$ cat src/rtl/gpmc_sync_target_pkg.sv
// ============================================================================
// gpmc_sync_target_pkg : shared types and constants for the GPMC sync target
// Revision: 1.0 - initial release
// ============================================================================
`default_nettype none

package gpmc_sync_target_pkg;

    localparam int c_DEF_ADDR_W = 11;
    localparam int c_DEF_DATA_W = 16;

    // GPMC_WAIT is active-low; this is the "no wait" level.
    localparam logic c_WAIT_RELEASE = 1'b1;

    typedef enum logic [1:0] {
        IDLE    = 2'd0,
        RD_WAIT = 2'd1,
        RD_DATA = 2'd2,
        WR_DATA = 2'd3
    } gpmc_state_t;

endpackage

`default_nettype wire

$ cat src/rtl/gpmc_addr_counter.sv
// ============================================================================
// gpmc_addr_counter : loadable, wrapping word-address counter
// Revision: 1.0 - initial release
// ============================================================================
`default_nettype none

module gpmc_addr_counter #(
    parameter int ADDR_W = 11
) (
    input  logic              clk,
    input  logic              rst_n,
    input  logic              i_load,
    input  logic              i_inc,
    input  logic [ADDR_W-1:0] i_load_val,
    output logic [ADDR_W-1:0] o_addr,
    output logic [ADDR_W-1:0] o_addr_next
);

    logic [ADDR_W-1:0] r_addr;

    always_ff @(posedge clk or negedge rst_n) begin
        if (!rst_n) begin
            r_addr <= '0;
        end else if (i_load) begin
            r_addr <= i_load_val;
        end else if (i_inc) begin
            r_addr <= o_addr_next;
        end
    end

    // Natural modulo-2^ADDR_W wrap from the top word back to zero.
    assign o_addr      = r_addr;
    assign o_addr_next = r_addr + ADDR_W'(1);

endmodule

`default_nettype wire

$ cat src/rtl/gpmc_sync_target.sv
// ============================================================================
// gpmc_sync_target : synchronous muxed AD GPMC target driving a BRAM port
// Optional: GPMC_TARGET_WAIT_EN drives GPMC_WAIT low until first read data.
// Revision: 1.0 - initial release
// ============================================================================
`default_nettype none

module gpmc_sync_target
    import gpmc_sync_target_pkg::*;
#(
    parameter int ADDR_W     = c_DEF_ADDR_W,
    parameter int DATA_W     = c_DEF_DATA_W,
    parameter int RD_LATENCY = 2
) (
    input  logic              GPMC_CLK,
    input  logic              RST_N,
    input  logic [DATA_W-1:0] GPMC_AD_IN,
    output logic [DATA_W-1:0] GPMC_AD_OUT,
    output logic              GPMC_AD_OE,
    input  logic              GPMC_CS,
    input  logic              GPMC_ADV,
    input  logic              GPMC_OE,
    input  logic              GPMC_WE,
    input  logic              GPMC_BE0,
    input  logic              GPMC_BE1,
    output logic              GPMC_WAIT,
    output logic [ADDR_W-1:0] a_addr,
    output logic [DATA_W-1:0] a_din,
    input  logic [DATA_W-1:0] a_dout,
    output logic              a_ena,
    output logic              a_wr,
    output logic [1:0]        a_be
);

    localparam int                 c_LAT_W    = $clog2(RD_LATENCY);
    localparam logic [c_LAT_W-1:0] c_LAT_INIT = c_LAT_W'(RD_LATENCY - 1);
    localparam logic [c_LAT_W-1:0] c_LAT_ONE  = c_LAT_W'(1);

    gpmc_state_t       r_state;
    logic [c_LAT_W-1:0] r_lat;
    logic [DATA_W-1:0] r_dout;
    logic [DATA_W-1:0] r_skid;
    logic              r_skid_vld;
    logic              w_load;
    logic              w_inc;
    logic [ADDR_W-1:0] w_addr;
    logic [ADDR_W-1:0] w_addr_next;

    gpmc_addr_counter #(
        .ADDR_W (ADDR_W)
    ) u_addr_counter (
        .clk         (GPMC_CLK),
        .rst_n       (RST_N),
        .i_load      (w_load),
        .i_inc       (w_inc),
        .i_load_val  (GPMC_AD_IN[ADDR_W-1:0]),
        .o_addr      (w_addr),
        .o_addr_next (w_addr_next)
    );

    // Reads: counter holds the last address issued to the RAM.
    // Writes: counter holds the address of the next data beat.
    always_comb begin
        w_load = ~GPMC_CS & ~GPMC_ADV;
        w_inc  = 1'b0;
        if (!GPMC_CS && GPMC_ADV) begin
            case (r_state)
                RD_WAIT: w_inc = (r_lat == c_LAT_ONE) || (r_lat == '0);
                RD_DATA: w_inc = ~GPMC_OE;
                WR_DATA: w_inc = ~GPMC_WE;
                default: w_inc = 1'b0;
            endcase
        end
    end

    always_ff @(posedge GPMC_CLK or negedge RST_N) begin
        if (!RST_N) begin
            r_state    <= IDLE;
            r_lat      <= '0;
            r_dout     <= '0;
            r_skid     <= '0;
            r_skid_vld <= 1'b0;
            a_ena      <= 1'b0;
            a_wr       <= 1'b0;
            a_be       <= 2'b00;
            a_addr     <= '0;
            a_din      <= '0;
        end else if (GPMC_CS) begin
            r_state    <= IDLE;
            r_skid_vld <= 1'b0;
            a_ena      <= 1'b0;
            a_wr       <= 1'b0;
        end else if (!GPMC_ADV) begin
            r_lat      <= c_LAT_INIT;
            r_skid_vld <= 1'b0;
            a_addr     <= GPMC_AD_IN[ADDR_W-1:0];
            a_wr       <= 1'b0;
            if (GPMC_WE) begin
                r_state <= RD_WAIT;
                a_ena   <= 1'b1;
            end else begin
                r_state <= WR_DATA;
                a_ena   <= 1'b0;
            end
        end else begin
            case (r_state)
                IDLE: begin
                    a_ena <= 1'b0;
                    a_wr  <= 1'b0;
                end
                RD_WAIT: begin
                    r_lat <= r_lat - c_LAT_ONE;
                    if ((r_lat == c_LAT_ONE) || (r_lat == '0)) begin
                        a_ena  <= 1'b1;
                        a_addr <= w_addr_next;
                    end
                    if (r_lat == '0) begin
                        r_dout  <= a_dout;
                        r_state <= RD_DATA;
                    end
                end
                RD_DATA: begin
                    if (!GPMC_OE) begin
                        r_dout     <= r_skid_vld ? r_skid : a_dout;
                        r_skid_vld <= 1'b0;
                        a_ena      <= 1'b1;
                        a_addr     <= w_addr_next;
                    end else begin
                        // The read already in flight lands this edge, so park
                        // the word the host is owed before it is overwritten.
                        a_ena <= 1'b0;
                        if (!r_skid_vld) begin
                            r_skid     <= a_dout;
                            r_skid_vld <= 1'b1;
                        end
                    end
                end
                WR_DATA: begin
                    if (!GPMC_WE) begin
                        a_ena  <= 1'b1;
                        a_wr   <= 1'b1;
                        a_din  <= GPMC_AD_IN;
                        a_be   <= {~GPMC_BE1, ~GPMC_BE0};
                        a_addr <= w_addr;
                    end else begin
                        a_ena <= 1'b0;
                        a_wr  <= 1'b0;
                    end
                end
                default: r_state <= IDLE;
            endcase
        end
    end

    assign GPMC_AD_OUT = r_dout;
    assign GPMC_AD_OE  = (r_state == RD_DATA) & ~GPMC_CS & ~GPMC_OE;

`ifdef GPMC_TARGET_WAIT_EN
    logic r_wait;

    always_ff @(posedge GPMC_CLK or negedge RST_N) begin
        if (!RST_N) begin
            r_wait <= c_WAIT_RELEASE;
        end else if (GPMC_CS) begin
            r_wait <= c_WAIT_RELEASE;
        end else if (!GPMC_ADV) begin
            r_wait <= GPMC_WE ? ~c_WAIT_RELEASE : c_WAIT_RELEASE;
        end else if ((r_state == RD_WAIT) && (r_lat == '0)) begin
            r_wait <= c_WAIT_RELEASE;
        end
    end

    assign GPMC_WAIT = r_wait;
`else
    assign GPMC_WAIT = c_WAIT_RELEASE;
`endif

endmodule

`default_nettype wire

$ cat config.mk
export PLATFORM = sky130hd
export DESIGN_NAME = gpmc_sync_target
export DESIGN_NICKNAME = d
export VERILOG_FILES = /design/src/rtl/gpmc_sync_target_pkg.sv /design/src/rtl/gpmc_addr_counter.sv /design/src/rtl/gpmc_sync_target.sv
export SDC_FILE = /design/constraint.sdc
export NUM_CORES = 1
export LEC_CHECK = 0
export BUFFER_PORTS_ARGS = -buffer_cell sky130_fd_sc_hd__buf_2
export CAP_MARGIN = 25
export CORE_UTILIZATION = 57
export CTS_BUF_LIST = sky130_fd_sc_hd__clkbuf_4
export DETAILED_ROUTE_END_ITERATION = 6
export HOLD_SLACK_MARGIN = 0.05
export PLACE_DENSITY = 0.84
export SKIP_LAST_GASP = 1
export SLEW_MARGIN = 20
export SYNTH_ARGS = -nofsm -noshare
export SYNTH_HDL_FRONTEND = slang
export SYNTH_SLANG_ARGS = --single-unit
$ cat constraint.sdc
create_clock -name GPMC_CLK -period 3.3 [get_ports GPMC_CLK]
set_input_delay 0.33 -clock GPMC_CLK [delete_from_list [all_inputs] [get_ports GPMC_CLK]]
set_output_delay 0.33 -clock GPMC_CLK [all_outputs]
set_load 0.02 [all_outputs]
## Word-level counts from Yosys, hierarchy flattened

Index checks and enable logic that the tools add are counted.

- Output and inout port bits: 49
- Flip-flop bits (word level): 78

- Multiplexer cells: 32
- Reduce and logical (&&, ||, !) cells: 11
- Bitwise operators: 9
- Eq/ne operators: 13
- $add $sub $neg: 2

Operator list:

| cell | number |
|---|---|
| $mux 11 | 5 |
| $mux 16 | 3 |
| $pmux 11 s3 | 1 |
| $pmux 16 s2 | 1 |
| $mux 1 | 14 |
| $reduce_and 4->1 | 3 |
| $add 11x1->11 const B | 1 |
| $mux 2 | 5 |
| $ne 3x3->1 const B | 3 |
| $ne 3x2->1 const B | 2 |
| $not 1->1 | 6 |
| $reduce_and 5->1 | 1 |
| $eq 2x2->1 const B | 2 |
| $ne 2x2->1 const B | 2 |
| $ne 4x1->1 const B | 1 |
| $ne 4x2->1 const B | 1 |
| $pmux 1 s4 | 1 |
| $reduce_and 2->1 | 2 |
| $reduce_bool 2->1 | 2 |
| $and 1x1->1 | 3 |
| $pmux 1 s3 | 1 |
| $eq 2x1->1 const B | 1 |
| $logic_not 2->1 | 1 |
| $ne 2x1->1 const B | 1 |
| 4 further kinds | 4 |

## Depth between registers and ports, before layout

Gate-level depths: netlist of run 1.

- Depth in word-level cells: 5
- Gate-level depth with buffers: 7
- Depth with buffers taken out: 6

## Modules after synthesis

Synthesis of run 1 repeated with hierarchy kept, for this count alone.

- Cell total of the unflattened synthesis: 325
- Area total of the unflattened synthesis: 3933.8 µm²

By module, submodules not included:

| module | seq. area each (µm²) | cells each | instances | area each (µm²) |
|---|---|---|---|---|
| gpmc_sync_target | 1676.6 | 234 | 1 | 3136.8 |
| gpmc_addr_counter | 275.3 | 91 | 1 | 797.0 |

## Worst setup path after synthesis of run 1

OpenSTA, ideal clock, no wires.

- Path type: register to register
- Start point: reg r_state[1]
- End point: reg u_addr_counter.r_addr[4], in the netlist u_addr_counter.o_addr[4]
- Buffers on the path: 1
- Data required time: 3177 ps
- Slack: 1223 ps
- Data arrival time: 1955 ps
- Stages on the path, launching flop included: 7
- Cells stage by stage: dfrtp_1 > ha_1 > buf_4 > nand2b_1 > a311oi_4 > mux2_2 > o221a_2

- Longest elaborated chain between the ends: 4
- Elaborated cells on any way between the ends: 6

RTL lines:

| element | line | source |
|---|---|---|
| from (decl) | gpmc_sync_target.sv:39 | `gpmc_state_t r_state;` |
| from (signal assigned) | gpmc_sync_target.sv:78 | `r_state <= IDLE;` |
| from (signal assigned) | gpmc_sync_target.sv:89 | `r_state <= IDLE;` |
| from (signal assigned) | gpmc_sync_target.sv:99 | `r_state <= RD_WAIT;` |
| $eq 2x2->1 / $eq 2x1->1 (equally long branches) | gpmc_sync_target.sv:67 | `case (r_state)` |
| $pmux 1 s3 * | gpmc_sync_target.sv:67 |  |
| $mux 1 * | gpmc_sync_target.sv:66 | `if (!GPMC_CS && GPMC_ADV) begin` |
| $reduce_bool 2->1 (no source line) * | -- |  |
| to (signal assigned) | gpmc_addr_counter.sv:25 | `r_addr <= i_load_val;` |
| to (signal assigned) | gpmc_addr_counter.sv:27 | `r_addr <= o_addr_next;` |
| to (decl) | gpmc_addr_counter.sv:19 | `logic [ADDR_W-1:0] r_addr;` |

Every way passes the cells marked *; elsewhere a longest branch is shown, timed or not.
A chain may end at the register's enable or synchronous reset.

## Final worst setup path of run 1

- Start point: reg r_state[1]
- End point: reg u_addr_counter.r_addr[8], in the netlist u_addr_counter.o_addr[8]

Same word-level chain as after synthesis.

==> impl_metrics.tcl, run 1 <==
set metrics [dict create \
    dp_cells 529 \
    postCtsSetupBuffers 0 \
    dpl-instance-area_um2 4280 \
    required_ns 3.61 \
    internal_power_w 0.00176 \
    min-delay-start "GPMC_AD_IN[12]" \
    area_growth_pct 17.1 \
    via_count 3121 \
    power.density_nw_per_um2 594 \
    start_util_pct 59.6 \
    endpoint_kind "register" \
    syn_inst 381 \
    synthArstFlopShare_pct 100 \
    routabilityCongestion 0.835 \
    ir_drop_v 0.000293 \
    failed_checks "design-rule violations" \
    coreArea_um2 6420 \
    crit_arrival_ns 2.72 \
    max_slew.worst_pin.slew_ns 0.899 \
    nets 509 \
    layout-drive-gt1-share_pct 30.4 \
    via_per_inst 5.71 \
    yosysWarningCount 0 \
    synth.avg_cell_area_um2 10.0 \
    drv_cap 0 \
    startpoint "r_state[1]" \
    slowest_stage "a311oi_4" \
    fmax_mhz 415 \
    synth_edf_count 0 \
    die_h_um 83.9 \
    die-area_um2 7050 \
    reg2reg_from "r_state[1]" \
    slew_violations 0 \
    hold_path_class "primary input to register" \
    io_buffers 87 \
    final-instance-count-excl-fill 547 \
    swShare_pct 34.0 \
    ant_nets 0 \
    status "finished, violations left" \
    clk_pin_slew_ns 0.12 \
    io-pin-count 89 \
    rsz0062_at_grt "no" \
    grt_pass1_wl_um 14300 \
    cts_max_level 3 \
    grt_antenna_before_repair 0 \
    synth_nets 425 \
    post_drt_wl_per_cell_um 15.6 \
    setup_viol 0 \
    fin_tns_setup_ns 0 \
    chipWidth_um 83.9 \
    startpoint_type "register" \
    relSlewSlack_pct 39.9 \
    timing.final.crit_share_pct 72.9 \
    p_clk_share_pct 24.3 \
    seqPwrFrac_pct 48.7 \
    ys.flop_type "dfrtp_1" \
    clk_path_buf_depth 2 \
    yosysSeqAreaShare_pct 51.0 \
    grt_max_degree 79 \
    rows 29 \
    drtIter0Drc 174 \
    numCtsBuffers 9 \
    netlist_area_um2 3830 \
    clock_latency_ns 0.42 \
    worstPathMaxFanout 11 \
    stdcell_area_um2 4480 \
    worstSetupPathType "register to register" \
    skew_ns 0.00729 \
    period_needed_ns 2.41 \
    grt_usage_pct 25.8 \
    setup_ws_ns 0.893 \
    clkSinkCount 78 \
    ys_ff_latch 78 \
    p_leak_nw 2.29 \
    cts_root_buf "clkbuf_4" \
    hold_viol 0 \
    grt_pass1_vias 2980 \
    n_antenna_cell 0 \
    synthDistinctLibCells 50 \
    path_cells "ha_1, nand2b_1, a311oi_4, mux2_2, o221a_2" \
    dp_hpwl_um 5860 \
    cts_tree "yes" \
    overflow 0 \
    drt_drc_violations_left 18 \
    dp_slack_ns 0.949 \
    firstDrtPassIters 7 \
    p_sw_w 0.000904 \
    drt-total-wl_um 8530 \
    critPathMaxStageDelay_ns 0.63 \
    comb_power_share_pct 27.0 \
]
==> path summary, 6_finish.rpt <==
check	cells past startpoint	slack (ns)	end
hold / removal	3	0.09	a_din[12]
hold reg to reg	2	0.48	a_din[9]
setup / recovery	5	0.89	u_addr_counter.o_addr[8]
max in group asynchronous	3	2.41	u_addr_counter.o_addr[6]
setup reg to reg	5	0.89	u_addr_counter.o_addr[8]
min in group asynchronous	2	0.32	a_ena
==> final cells by class <==
class	count	area [um^2]
flip-flops and latches	78	1950
fillers	502	1940
multi-input cells	273	1720
repair buffers	95	520
well taps	77	96.3
clock inverters	6	86.3
clock buffers	10	75.1
inverters	8	30.0
==> logic make-up after synthesis <==
kind of cell               synth area share (%)
DFF                                        51.0
and+or+nand+nor                            18.2
AOI/OAI and AO/OA                          12.4
xor gates and xnor gates                  0.915
other                                    0.0980
adders and majority gates                  1.31
buffers and inverters                      3.99
muxes                                      12.1
==> critical path: cells and delay by family (launching register included) <==
family	cells	cell delay [ns]
and+or+nand+nor	1	0.16
DFF	1	0.53
AOI/OAI and AO/OA	2	0.88
muxes	1	0.41
adders and majority gates	1	0.32
==> flip-flops by register name (all words and copies together) (netlist names), 2 cells and up <==
signal	cells
GPMC_AD_OUT	16
a_be	2
a_din	16
a_addr	11
r_skid	16
r_state	2
u_addr_counter.o_addr	11
==> synth_stat cells, types with 3 or more instances <==
| cell type | count | share of area, % |
|---|---|---|
| mux2i_1 | 25 | 6.5 |
| buf_6 | 3 | 0.88 |
| a31o_2 | 3 | 0.69 |
| mux2_2 | 19 | 5.6 |
| o21ai_0 | 34 | 4.4 |
| xnor2_1 | 4 | 0.92 |
| inv_1 | 8 | 0.78 |
| nand3_1 | 12 | 1.6 |
| nand2_1 | 84 | 8.2 |
| a31oi_1 | 5 | 0.82 |
| nor3_1 | 3 | 0.39 |
| nor2_1 | 16 | 1.6 |
| or3_1 | 5 | 0.82 |
| a21oi_1 | 11 | 1.4 |
| and3_1 | 3 | 0.49 |
| buf_4 | 3 | 0.59 |
| clkbuf_1 | 9 | 0.88 |
| o221a_2 | 4 | 1.2 |
| buf_2 | 5 | 0.65 |
| ha_1 | 4 | 1.3 |
| nand2b_1 | 8 | 1.3 |
| dfrtp_1 | 78 | 51 |
==> power groups by stage <==
stage	Combinational, W	Clock, W	Sequential [W]
2_1_floorplan	0.000309	0	0.00146
5_1_grt	0.000788	0.000692	0.00132
3_3_place_gp	0.000694	0	0.00130
4_1_cts	0.000719	0.000657	0.00129
3_5_place_dp	0.000717	0	0.00131
6_report	0.000720	0.000646	0.00130
==> repair_timing <==
item	in CTS	in global routing
resized for setup	0	0
hold buffers	0	1
endpoints found under the hold margin	0	18
==> cell usage in the layout, fill, tap and decap left out, types with 3 or more instances in the layout <==
cell type,netlist,layout
a21oi_1,11,11
a31o_2,3,3
a31oi_1,5,5
and3_1,3,3
buf_2,5,86
buf_4,3,7
clkbuf_4,0,10
dfrtp_1,78,78
ha_1,4,4
inv_1,8,8
mux2_2,19,19
mux2i_1,25,25
nand2_1,84,84
nand2b_1,8,8
nand3_1,12,12
nor2_1,16,16
nor3_1,3,3
o21ai_0,34,34
o221a_2,4,4
or3_1,5,5
xnor2_1,4,4
==> routing by layer <==
metal	vias to the layer above	GRT usage, %	routed length (um)	share of wire (%)
li1	1495	-	-	-
met1	1497	34.1	3620	42
met2	115	42.0	4330	51
met3	14	3.86	434	5.1
met4	0	12.1	142	1.7
met5	-	0	0	0
==> stage by stage <==
step	util (%)	hold WS, ns	power, W
4_1_cts	69.2	0.0765	0.00267
3_5_place_dp	66.7	0.458	0.00203
5_1_grt	69.8	0.0857	0.00280
2_1_floorplan	-	0.0344	0.00176
6_report	69.8	0.0919	0.00266
3_3_place_gp	66.7	0.453	0.00199
Note: power is estimated with default switching activity, not from simulation.
==> run 2: changes to the inputs <==
--- a/config.mk
+++ b/config.mk
@@ -7,11 +7,11 @@
 export LEC_CHECK = 0
 export BUFFER_PORTS_ARGS = -buffer_cell sky130_fd_sc_hd__buf_2
 export CAP_MARGIN = 25
-export CORE_UTILIZATION = 57
+export CORE_UTILIZATION = 50
 export CTS_BUF_LIST = sky130_fd_sc_hd__clkbuf_4
 export DETAILED_ROUTE_END_ITERATION = 6
 export HOLD_SLACK_MARGIN = 0.05
-export PLACE_DENSITY = 0.84
+export PLACE_DENSITY = 0.78
 export SKIP_LAST_GASP = 1
 export SLEW_MARGIN = 20
 export SYNTH_ARGS = -nofsm -noshare
==> constraint.sdc (replaced) <==
create_clock -name GPMC_CLK -period 2.1 [get_ports GPMC_CLK]
set_input_delay 0.21 -clock GPMC_CLK [delete_from_list [all_inputs] [get_ports GPMC_CLK]]
set_output_delay 0.21 -clock GPMC_CLK [all_outputs]
set_load 0.02 [all_outputs]
==> run 2 against run 1 <==
The flow now finishes without violations. Combinational power rose by 71%. Setup slack lost 0.83 ns. Final area grew 10%. Largest cell class unchanged.
==> impl_metrics.tcl, run 2 (synthesis results as in run 1) <==
set metrics [dict create \
    clkSinkCount 78 \
    routabilityCongestion 0.882 \
    final_common_cell "buf_2" \
    hold_viol 0 \
    hold_ws_ns 0.0691 \
    hold_path_class "primary input to register" \
    fmax_mhz 492 \
    die_h_um 89.5 \
    power.density_nw_per_um2 867 \
    die-area_um2 8010 \
    layout-drive-gt1-share_pct 30.6 \
    cts_max_level 3 \
    r2r_setup_slack_ns 0.07 \
    start_util_pct 52.2 \
    overflow 0 \
    grt_max_degree 38 \
    chipWidth_um 89.5 \
    worstSetupPathType "register to register" \
    drtIter0Drc 147 \
    startpoint_type "register" \
    required_ns 2.41 \
    drv_cap 0 \
    period_needed_ns 2.03 \
    area_growth_pct 29.3 \
    cts_root_buf "clkbuf_4" \
    final_cell_mix "buf_2 (86), nand2_1 (84), dfrtp_1 (76), dlygate4sd3_1 (35), o21ai_0 (34)" \
    grt_pass1_wl_um 15100 \
    n_antenna_cell 0 \
    dp_hpwl_um 6410 \
    timing.final.crit_share_pct 96.8 \
    p_total_w 0.00429 \
    ant_nets 0 \
    firstDrtPassIters 5 \
    rows 31 \
    setup_viol 0 \
    coreArea_um2 7330 \
    drt-total-wl_um 9510 \
    skew_ns 0.0187 \
    io-pin-count 89 \
    endpoint_kind "register" \
    io_buffers 87 \
    max_slew.worst_pin.slew_ns 0.565 \
    nets 558 \
    crit_arrival_ns 2.34 \
    clk_path_buf_depth 2 \
    worstPathMaxFanout 6 \
    p_leak_nw 2.50 \
    ir_drop_v 0.000450 \
    relSlewSlack_pct 62.2 \
    clk_pin_slew_ns 0.12 \
    slew_violations 0 \
    nFillCells 571 \
    grt_pass1_vias 3174 \
    clock_latency_ns 0.42 \
    via_per_inst 5.39 \
    via_count 3328 \
    numCtsBuffers 9 \
    drt_drc_violations_left 0 \
    grt_antenna_before_repair 0 \
    status "finished clean" \
    post_drt_wl_per_cell_um 15.4 \
    grt_usage_pct 25.1 \
    cts_tree "yes" \
]
run 2: cell types whose count changed in the layout (fill, tap and decap cells not counted), moves of 2 or more:
cell	before	now
buf_4	7	22
dfrtp_1	78	76
dfrtp_2	0	2
dlygate4sd3_1	1	35
run 2: per-layer routing:
layer	track usage, %	vias to the layer above	routed length, um
li1	-	1590	-
met1	31.3	1590	4160
met2	42.5	125	4620
met3	5.54	23	529
met4	10.1	0	206
met5	0	-	0
run 2: power by group:
part / switching, W / internal (W) / total (W)
registers: 0.000207 / 0.00183 / 0.00203
clock network: 0.000536 / 0.000495 / 0.00103
logic: 0.000720 / 0.000506 / 0.00123
total: 0.00146 / 0.00283 / 0.00429
run 2: repair_timing:
action	in CTS	in global routing
hold buffers	35	0
pin swaps	1	1
resized for setup	0	2
hold endpoints to repair	68	0
setup endpoints to repair	3	7
buffers inserted	0	1
run 2: worst max-delay path, cell delays in order, from the launching register on:
cell      delay [ns]
dfrtp_2         0.43
ha_1            0.24
nand2b_1        0.17
a311oi_4        0.31
buf_4           0.20
mux2_2          0.34
o221a_2         0.24
run 2: per-stage QoR:
| stage | setup TNS, ns | std cells | worst slack [ns] | instance area, um^2 | util (%) |
|---|---|---|---|---|---|
| final | 0 | 618 | 0.0664 | 4950 | 67.5 |
| after detailed placement | 0 | 566 | 0.0184 | 4430 | 60.4 |
| after floorplan | 0 | 381 | 0.0227 | 3830 | - |
| after CTS | 0 | 617 | 0.0571 | 4940 | 67.4 |
| after global routing | -0.0171 | 618 | -0.00894 | 4950 | 67.5 |
| after global placement | 0 | 565 | 0.0953 | 4420 | 60.2 |
run 2: path summary, 6_finish.rpt:
path | start | to | cells past startpoint
setup / recovery | r_state[1] | u_addr_counter.o_addr[7] | 6
hold / removal | GPMC_CS | r_state[0] | 2
setup reg to reg | r_state[1] | u_addr_counter.o_addr[7] | 6
hold reg to reg | a_din[5] | a_din[5] | 2
max in group asynchronous | RST_N | GPMC_AD_OUT[6] | 3
min in group asynchronous | RST_N | a_ena | 2
run 2: final cells by class:
cell class	instances	area (um^2)	share of cell area (%)
sequential	78	1950	39.5
inverter	8	30.0	0.607
clock buffer	10	75.1	1.52
clock inverter	6	85.1	1.72
multi-input combinational	273	1720	34.8
tap	99	124	2.50
timing repair buffer	144	957	19.3
==> run 3: changes to the inputs <==
--- a/config.mk
+++ b/config.mk
@@ -7,6 +7,7 @@
 export LEC_CHECK = 0
 export BUFFER_PORTS_ARGS = -buffer_cell sky130_fd_sc_hd__buf_2
 export CAP_MARGIN = 25
+export CORE_ASPECT_RATIO = 0.7
 export CORE_UTILIZATION = 50
 export CTS_BUF_LIST = sky130_fd_sc_hd__clkbuf_4
 export DETAILED_ROUTE_END_ITERATION = 6
==> run 3 against run 2 <==
Clock power hardly changed. Highest routed layer unchanged. Clock skew down 0.0039 ns. Global-route usage increased by 0.38 points.
==> impl_metrics.tcl, run 3 (synthesis results as in run 1) <==
set metrics [dict create \
    clock_latency_ns 0.42 \
    clk_path_buf_depth 2 \
    fmax_mhz 498 \
    area_growth_pct 28.8 \
    ir_drop_v 0.000390 \
    stdcell_area_um2 4930 \
    r2r_setup_slack_ns 0.09 \
    min-delay-start "GPMC_WE" \
    status "finished clean" \
    nets 555 \
    post_drt_wl_per_cell_um 15.7 \
    nFillCells 596 \
    endpoint_kind "register" \
    chipWidth_um 107 \
    ant_nets 0 \
    die_h_um 75.2 \
    drtIter0Drc 264 \
    grt_pass1_vias 3110 \
    dpl-instance-area_um2 4410 \
    min_to "a_ena" \
    cts_root_buf "clkbuf_4" \
    grt_max_degree 41 \
    io_buffers 87 \
    hold_path_class "primary input to register" \
    coreArea_um2 7350 \
    final_cell_mix "buf_2 (86), nand2_1 (84), dfrtp_1 (78), dlygate4sd3_1 (36), o21ai_0 (34)" \
    p_leak_nw 2.48 \
    reg2reg_depth 7 \
    die-area_um2 8010 \
    io-pin-count 89 \
    worstSetupPathType "register to register" \
    grt_pass1_wl_um 15300 \
    drv_cap 0 \
    fin_tns_setup_ns 0 \
    via_count 3284 \
    required_ns 2.42 \
    reg2reg_to "u_addr_counter.o_addr[8]" \
    startpoint_type "register" \
    worstPathMaxFanout 6 \
    start_util_pct 52.1 \
    final_common_cell "buf_2" \
    rows 26 \
    overflow 0 \
    n_antenna_cell 0 \
    setup_viol 0 \
    holdPathStages 3 \
    via_per_inst 5.35 \
    hold_viol 0 \
    routabilityCongestion 0.919 \
    crit_arrival_ns 2.33 \
    power.density_nw_per_um2 865 \
    firstDrtPassIters 5 \
    reg2reg_from "r_state[0]" \
    relSlewSlack_pct 56.3 \
    skew_ns 0.0148 \
    p_total_w 0.00426 \
    clkSinkCount 78 \
    slew_violations 0 \
    clk_pin_slew_ns 0.12 \
    grt_usage_pct 25.5 \
    max_slew.worst_pin.slew_ns 0.653 \
    dp_hpwl_um 6550 \
    layout-drive-gt1-share_pct 29.5 \
    drt_drc_violations_left 0 \
    cts_tree "yes" \
    drt-total-wl_um 9670 \
    rsz0062_at_grt "no" \
    cts_max_level 3 \
    grt_antenna_before_repair 0 \
    timing.final.crit_share_pct 95.6 \
    numCtsBuffers 9 \
    period_needed_ns 2.01 \
]
## run 3: how the worst max path moves through the flow
stage | startpoint | endpoint | slack, ns | cells past startpoint
6_report | r_state[0] | u_addr_counter.o_addr[8] | 0.09 | 7
5_1_grt | r_state[0] | u_addr_counter.o_addr[4] | 0.02 | 6
4_1_cts | r_state[0] | u_addr_counter.o_addr[8] | 0.02 | 6
3_5_place_dp | r_state[0] | u_addr_counter.o_addr[7] | 0.04 | 6
3_3_place_gp | r_state[0] | u_addr_counter.o_addr[4] | 0.09 | 6
2_1_floorplan | r_state[1] | u_addr_counter.o_addr[4] | 0.02 | 6
## run 3: repair_timing
item,4_1_cts,5_1_grt
resized for setup,0,0
hold buffers,36,0
hold endpoints to repair,117,0
endpoints found under the setup margin,0,6
setup buffers,0,1
## run 3: cell type report
class                           count  area, um^2  share of cell area (%)
Sequential cell                    78        1950                    39.6
Multi-Input combinational cell    273        1720                    34.9
Timing Repair Buffer              141         946                    19.2
Tap cell                           98         123                    2.49
Clock inverter                      7        88.8                    1.80
Clock buffer                        9        67.6                    1.37
Inverter                            8        30.0                   0.609
## run 3: critical path: stages, from the launching register on
cell and delay, ns:
dfrtp_1 0.44, inv_1 0.07, ha_1 0.23, nand2b_1 0.16, a311oi_4 0.22, buf_4 0.19, mux2_2 0.34, o221a_2 0.25
## run 3: per-layer routing
| metal | vias up | track usage, % | part of all wire, % |
|---|---|---|---|
| li1 | 1594 | - | - |
| met1 | 1582 | 34.0 | 45 |
| met2 | 106 | 41.6 | 48 |
| met3 | 2 | 7.88 | 6.5 |
| met4 | 0 | 5.63 | 0.27 |
| met5 | - | 0 | 0 |
## run 3: per-stage QoR
stage | setup WS (ns) | instances | hold WS (ns) | utilization (%)
2_1_floorplan | 0.0227 | 381 | -0.0856 | -
3_3_place_gp | 0.0935 | 561 | 0.108 | 59.9
3_5_place_dp | 0.0365 | 561 | 0.113 | 59.9
4_1_cts | 0.0179 | 613 | 0.0507 | 67.0
5_1_grt | 0.0164 | 614 | 0.0817 | 67.1
6_report | 0.0920 | 614 | 0.0964 | 67.1
## run 3: power by group
part,total [W],internal (W),switching [W]
Sequential,0.00204,0.00183,0.000211
Combinational,0.00122,0.000503,0.000718
Clock,0.00100,0.000475,0.000530
Total,0.00426,0.00280,0.00146
